### src/rtl/arbiter.sv
// arbiter: two-requester FSM arbiter with last-served tie-break and no bubble on handover.
// Define ARB_TIMEOUT_EN to compile in the MAX_HOLD hold-time limit under contention.
module arbiter #(
   parameter int unsigned MAX_HOLD = 4
) (
   input  logic       clk,
   input  logic       rst,
   input  logic [1:0] request,
   output logic [1:0] grant
);
   typedef enum logic [1:0] {IDLE = 2'b00, GNT0 = 2'b01, GNT1 = 2'b10} state_t;
   state_t state_q, state_d;
   logic   last_q, last_d;
   logic   expired;
   if (MAX_HOLD < 1 || MAX_HOLD > 15) begin : g_bad_max_hold
      $error("arbiter: MAX_HOLD must be in 1..15");
   end
`ifdef ARB_TIMEOUT_EN
   localparam logic [3:0] MAX = 4'(MAX_HOLD);
   logic [3:0] cnt_q, cnt_d;
   assign expired = cnt_q == MAX;
   always_comb cnt_d = state_d == IDLE ? 4'd0 : state_d != state_q ? 4'd1 : expired ? MAX : cnt_q + 4'd1;
`else
   assign expired = 1'b0;
`endif
   always_ff @(posedge clk or negedge rst) begin
      if (!rst) begin
         state_q <= IDLE;
         last_q  <= 1'b1;
`ifdef ARB_TIMEOUT_EN
         cnt_q   <= 4'd0;
`endif
      end else begin
         state_q <= state_d;
         last_q  <= last_d;
`ifdef ARB_TIMEOUT_EN
         cnt_q   <= cnt_d;
`endif
      end
   end
   // A holder leaves when it drops its request or has used up its hold time while the other waits.
   always_comb begin
      state_d = IDLE;
      case (state_q)
         IDLE:    state_d = request[0] && (!request[1] || last_q) ? GNT0 : request[1] ? GNT1 : IDLE;
         GNT0:    state_d = request[0] && !(expired && request[1]) ? GNT0 : request[1] ? GNT1 : IDLE;
         GNT1:    state_d = request[1] && !(expired && request[0]) ? GNT1 : request[0] ? GNT0 : IDLE;
         default: state_d = IDLE;
      endcase
      last_d = state_d == GNT0 ? 1'b0 : state_d == GNT1 ? 1'b1 : last_q;
   end
   always_comb grant = {state_q == GNT1, state_q == GNT0};
endmodule

### config.mk
export PLATFORM = sky130hd
export DESIGN_NAME = arbiter
export DESIGN_NICKNAME = d
export VERILOG_FILES = /design/src/rtl/arbiter.sv
export SDC_FILE = /design/constraint.sdc
export NUM_CORES = 1
export LEC_CHECK = 0
export CAP_MARGIN = 30
export CORE_AREA = 2 2 39 41
export DETAILED_ROUTE_END_ITERATION = 8
export DIE_AREA = 0 0 41 43
export SLEW_MARGIN = 20
export SYNTH_ARGS = -nofsm -noshare
export SYNTH_HDL_FRONTEND = slang
export SYNTH_SLANG_ARGS = --single-unit
export TNS_END_PERCENT = 20
### constraint.sdc
create_clock -name clk -period 3.4 [get_ports clk]
set_input_delay 0.68 -clock clk [delete_from_list [all_inputs] [get_ports clk]]
set_output_delay 0.68 -clock clk [all_outputs]
set_load 0.05 [all_outputs]
Yosys cells after proc, flatten, opt, wreduce, memory -nomap -nowiden --
Index checks and enable logic that the tools add are counted.
Operators by class: multiplexer cells 8, equality and inequality tests 4, magnitude comparators 0, add/subtract/negate cells 0, multiply operators 0, div/mod/pow operators 0, reduce and logical (&&, ||, !) cells 5, shift operators 0, bitwise gates (word level) 0
Operators by type and width (count):
- two-way mux 2 bit | 4
- one-hot mux 2 bit (3 select lines) | 1
- == test 2 x 1 -> 1 bit (second input constant) | 2
- == test 2 bit (second input constant) | 2
- two-way mux 1 bit | 3
- logical NOT 2 bit | 1
- nonzero test 2 bit | 1
- logical AND 1 bit | 1
- logical NOT 1 bit | 1
- logical OR 1 bit | 1
Storage, ports and cells: logic and storage cells 19, memory bits (read-only) 0, bits in latches 0, input bits 4, RAM bits 0, memories 0, output and inout bits 2, register bits after elaboration 3

Logic depth before layout (Yosys ltp) --
Gate-level depths: netlist of run 1.
depth in word-level cells 8, depth in mapped cells 4, gate-level depth less buffers 4

Worst setup path after synthesis of run 1 --
OpenSTA, ideal clock, no wires.
path type reg-to-output, from register state_q[1], to output port grant[1], arrival time 1.101 ns, cell stages (with the launch flop) 2, buffers on the path 0, required time 2.720 ns, path slack 1.619 ns, cells stage by stage dfrtp_1 > nor2b_1
On the way: word-level cells in the longest chain between the ends 1
RTL lines:
- from (decl) | RTL line 12 | state_t state_q, state_d;
- from (signal assigned) | RTL line 34 | state_q <= state_d;
- == test 2 bit | RTL line 52 | always_comb grant = {state_q == GNT1, state_q == GNT0};
- to (decl) | RTL line 9 | output logic [1:0] grant
Every way passes these cells.

Final worst setup path of run 1 --
Same ends and word-level chain as after synthesis.

==> impl_metrics.tcl, run 1 <==
set metrics [dict create \
    drt-pass1-iter-count 1 \
    worst_skew_pair.late_latency_ps 230 \
    power_density_mw_per_mm2 746 \
    via_count 141 \
    fin_crit_sh_pct 66.1 \
    netlist_instances 16 \
    seq_area_frac_synth_pct 43.9 \
    ir_drop_mv 0.154 \
    whs_path_depth 2 \
    syn_area_um2 174 \
    routed_via_density 3.44 \
    fillers 162 \
    synth_top_family_by_area "simple AND/OR/NAND/NOR gates" \
    synth_compound_area_share_pct 17.3 \
    wl_met2_um 153 \
    track_usage_pct 4.42 \
    crit_path_max_fanout 5 \
    worst-endpoint-required_ps 2720 \
    root_buffer "clkbuf_4" \
    cts_tree "yes" \
    diodes 0 \
    clk_pin_slew_worst_paths_ps 40 \
    yosys.area_share.simple_pct 23.7 \
    port_buffers 5 \
    hold_buffers 0 \
    finalHoldViolCount 0 \
    cpMaxStageDelayCell "clkdlybuf4s50_1" \
    die_y_um 43 \
    worstSetupPathType "flip-flop to primary output" \
    route.met3.wl_um 30 \
    wl_per_cell_um 7.66 \
    final_cells 41 \
    cpPeakStageDelay_ps 800 \
    synth-warning-count 0 \
    ctsHtreeMaxLevel 1 \
    r2r_start "state_q[0]" \
    cp-end-kind "primary output" \
    initial_core_util_pct 12.6 \
    fin_area_um2 270 \
    fmax_mhz 445 \
    area_growth_syn_to_layout_pct 55.4 \
    drc 0 \
    syn_avg_cell_area_um2 10.9 \
    ant_nets 0 \
    routabilityCongestion 0.540 \
    highest_layer "met3" \
    grt_setup_unrepaired "false" \
    nets 31 \
    dp_cells 37 \
    cts-buffers-inserted 3 \
    pin_count 6 \
    status "complete, no violations" \
    synth_fa_ha_area_share_pct 7.19 \
    placement.cell_area_um2 244 \
    cap_viol_max_count 0 \
    skew_ps 1.57 \
    start_kind "flip-flop" \
    worstHoldPathType "flip-flop to flip-flop" \
    clockBufferDepth 2 \
    core_area_mm2 0.00138 \
    grt_pass1_wl_um 448 \
    ys_top_cells_by_area "dfrtp_1, dfstp_2, nor2b_1, ha_1, nor3b_2" \
    muxShareOfSynthArea_pct 5.76 \
    cts_resized 0 \
    rows 14 \
    dieArea_mm2 0.00176 \
    path_cells "nor2b_1 > clkdlybuf4s50_1" \
    setup_viol 0 \
    syn_nets 21 \
    fin_setup_tns_ps 0 \
    grt_max_degree 6 \
    cp-startpoint "state_q[1]" \
    grt_pass1_vias 131 \
    yosysTopAreaCell "dfrtp_1" \
    clock_sinks 3 \
    post_cts_buffers 0 \
    wl_um 314 \
    cp.arrival_ps 1570 \
    ys_seq_elements 3 \
    synth_xor_area_share_pct 0 \
    relSlewSlack_pct 67.4 \
    drt-met1-wl_um 130 \
    drv_slew 0 \
    tightest_slew_ps 488 \
    overflow 0 \
    yosysUniqueCellTypes 13 \
    yosysTopAreaCellShare_pct 28.8 \
    r2r_cells 4 \
    drt_iter0_markers 0 \
    power.leakage_uw 0.000125 \
    fin_crit_ps 2250 \
    dieWidth_um 41 \
    antenna_found_initial 0 \
    fin_hold_ws_ps 491 \
    drive_gt1_share_pct 20.0 \
    min_from "last_q" \
]
==> layout make-up <==
type	count	area (um^2)	area share [%]
Tap cell	16	20.0	7.41
Sequential cell	3	76.3	28.2
Clock buffer	4	26.3	9.72
Timing Repair Buffer	5	50.0	18.5
Multi-Input combinational cell	12	93.8	34.7
Inverter	1	3.75	1.39
==> synthesized netlist by cell type (all sizes together) <==
| cell type | number |
|---|---|
| o21ba | 1 |
| a21oi | 1 |
| dfstp | 1 |
| ha | 1 |
| nor2b | 3 |
| dfrtp | 2 |
| o21a | 1 |
| inv | 1 |
| a21o | 1 |
| nor2 | 1 |
| nand2b | 1 |
| mux2i | 1 |
| nor3b | 1 |
==> worst max-delay path: cells and delay by family, from the launching register on <==
family | cells | cell delay [ps]
flip-flops | 1 | 400
AND/OR/NAND/NOR | 1 | 140
buffers and inverters | 1 | 800
==> power breakdown <==
part | switching, uW | total, uW | internal [uW]
Sequential | 11.4 | 61.6 | 50.2
Clock | 17.4 | 61.3 | 43.9
Combinational | 42.2 | 78.8 | 36.6
Total | 70.9 | 202 | 131
==> layout by cell type, fill, tap and decap left out <==
master / n
clkdlybuf4s50_1: 5
dfrtp_1: 2
ha_1: 1
nor3b_2: 1
o21ba_1: 1
dfstp_2: 1
nor2b_1: 3
a21o_1: 1
clkbuf_1: 1
o21a_1: 1
nor2_1: 1
a21oi_1: 1
nand2b_1: 1
clkbuf_4: 3
inv_1: 1
mux2i_1: 1
==> through the flow <==
stage | setup slack, ps | util [%] | total power [uW]
CTS | 1130 | 19.5 | 206
global route | 1070 | 19.5 | 215
floorplan | 1620 | - | 117
detailed placement | 1380 | 17.6 | 141
global placement | 1400 | 17.6 | 138
finish | 1150 | 19.5 | 202
==> state kept, by name (all words and copies together) (netlist names) <==
name and flops:
state_q 2, last_q 1
==> kinds of logic (layout without fill, tap and decap cells) <==
| group | Yosys count | in the layout |
|---|---|---|
| multiplexers | 1 | 1 |
| buffers and inverters | 1 | 10 |
| AND/OR/NAND/NOR | 6 | 6 |
| adder cells (fa/ha/maj) | 1 | 1 |
| flip-flops | 3 | 3 |
| AO/OA/AOI/OAI | 4 | 4 |
==> path summary, 6_finish.rpt <==
| check | end | slack [ps] |
|---|---|---|
| worst min register to register | last_q | 490 |
| min in group asynchronous | state_q[0] | 630 |
| worst min-delay path | last_q | 490 |
| worst max register to register | last_q | 2070 |
| max in group asynchronous | last_q | 2540 |
| worst max-delay path | grant[1] | 1150 |
==> routing by layer <==
| layer | GRT usage [%] | vias up |
|---|---|---|
| li1 | - | 71 |
| met1 | 2.89 | 66 |
| met2 | 6.25 | 4 |
| met3 | 4.71 | 0 |
| met4 | 4.00 | 0 |
| met5 | 0 | - |
(Power assumes the default switching activity.)
==> run 2, diff against run 1 <==
- clock period: 3.4 -> 2.3 ns (I/O delays scaled with it)
==> impl_metrics.tcl, run 2 (synthesis gave the netlist of run 1 again) <==
set metrics [dict create \
    grt_pass1_wl_um 462 \
    overflow 0 \
    wl_per_cell_um 8.05 \
    ir_drop_mv 0.193 \
    seq_power_share_pct 29.9 \
    largest_register "state_q" \
    netSwitchingFraction_pct 35.8 \
    pin_count 6 \
    ctsHtreeMaxLevel 1 \
    start_kind "flip-flop" \
    relSlewSlack_pct 67.3 \
    path_cells "nor2b_1 > clkdlybuf4s50_1" \
    worst-endpoint-required_ps 1840 \
    clockBufferDepth 2 \
    cp.depth 2 \
    post_cts_buffers 0 \
    finish.utilization_pct 19.5 \
    cpMaxStageDelayCell "clkdlybuf4s50_1" \
    cts-buffers-inserted 3 \
    p_int_uw 194 \
    drc 0 \
    fin_area_um2 270 \
    rows 14 \
    initial_core_util_pct 12.6 \
    nets 31 \
    placement.cell_area_um2 244 \
    die_y_um 43 \
    crit_path_max_fanout 5 \
    drt-pass1-iter-count 4 \
    ant_nets 0 \
    drv_slew 0 \
    worst_skew_pair.late_latency_ps 240 \
    fin_hold_ws_ps 405 \
    cpPeakStageDelay_ps 800 \
    routed_via_density 3.32 \
    power_density_mw_per_mm2 1120 \
    skew_ps 4.19 \
    tightest_slew_ps 488 \
    setup_ws_ps 274 \
    routabilityCongestion 0.581 \
    fin_crit_sh_pct 88.1 \
    fin_crit_ps 2030 \
    port_buffers 5 \
    track_usage_pct 4.82 \
    largest_reg_flops 2 \
    cp_num_buf_inv 1 \
    core_area_mm2 0.00138 \
    cp-end-kind "primary output" \
    fin_setup_tns_ps 0 \
    fmax_mhz 494 \
    dieArea_mm2 0.00176 \
    layout_common_cells "clkdlybuf4s50_1, nor2b_1, clkbuf_4, dfrtp_1" \
    status "complete, no violations" \
    r2r_cells 4 \
    critical-path-top-delay-family "buffers and inverters" \
    antenna_found_initial 0 \
    worstHoldPathType "input port to asynchronous set/reset pin" \
    diodes 0 \
    grt_max_degree 6 \
    clkPwrFrac_pct 31.4 \
    grt_pass1_vias 134 \
    reg_top3 "state_q (2), last_q (1)" \
    cts_resized 0 \
    finalHoldViolCount 0 \
    wl_um 330 \
    drt_iter0_markers 2 \
    grt_setup_unrepaired "false" \
    layout_commonest_cell "clkdlybuf4s50_1" \
    cp.arrival_ps 1570 \
    worstSetupPathType "flip-flop to primary output" \
    root_buffer "clkbuf_4" \
    clock_sinks 3 \
    drive_gt1_share_pct 20.0 \
    hold_buffers 0 \
    place_worst_setup_slack_ps 517 \
    dieWidth_um 41 \
    power.leakage_uw 0.000125 \
    cts_tree "yes" \
    cap_viol_max_count 0 \
    fillers 152 \
    via_count 136 \
    setup_viol 0 \
    p_comb_share_pct 38.7 \
    area_growth_syn_to_layout_pct 55.4 \
    p_switching_uw 108 \
    clk_pin_slew_worst_paths_ps 40 \
]
==> run 2: area by class of cell <==
type | instances | area [um^2] | share of cell area, %
multi-input cells | 12 | 93.8 | 34.7
flip-flops and latches | 3 | 76.3 | 28.2
inverters | 1 | 3.75 | 1.39
well taps | 16 | 20.0 | 7.41
repair buffers | 5 | 50.0 | 18.5
clock buffers | 4 | 26.3 | 9.72
==> run 2: power by group through the flow <==
stage	clock network, uW	registers (uW)	logic (uW)
final	94.8	90.1	117
after CTS	102	90.4	118
after floorplan	0	86.6	86.7
after global routing	101	92.4	128
after detailed placement	0	91.0	118
after global placement	0	90.5	115
==> run 2: metrics by stage <==
step / total power (uW) / std cells
2_1_floorplan: 173 / 16
3_3_place_gp: 205 / 37
3_5_place_dp: 209 / 37
4_1_cts: 311 / 41
5_1_grt: 322 / 41
6_report: 302 / 41
==> run 2: path summary, 6_finish.rpt <==
| check | from | end | slack [ps] |
|---|---|---|---|
| worst min-delay path | rst | state_q[1] | 400 |
| worst max-delay path | state_q[1] | grant[1] | 270 |
| max in group asynchronous | rst | last_q | 1680 |
| worst min register to register | last_q | last_q | 490 |
| min in group clk | last_q | last_q | 490 |
| worst max register to register | state_q[0] | last_q | 960 |
==> run 2: per-layer routing <==
metal,part of all wire [%],up-vias,track usage (%)
li1,-,71,-
met1,36,61,2.57
met2,54,4,6.88
met3,9.4,0,4.71
met4,0,0,6.00
met5,0,-,0
==> run 3, diff against run 2 <==
- CTS_CLUSTER_SIZE: default -> 14
- SETUP_SLACK_MARGIN: default -> 0.2
==> results of run 3 <==
Final layout, timing and power as in run 2 (identical DEF).
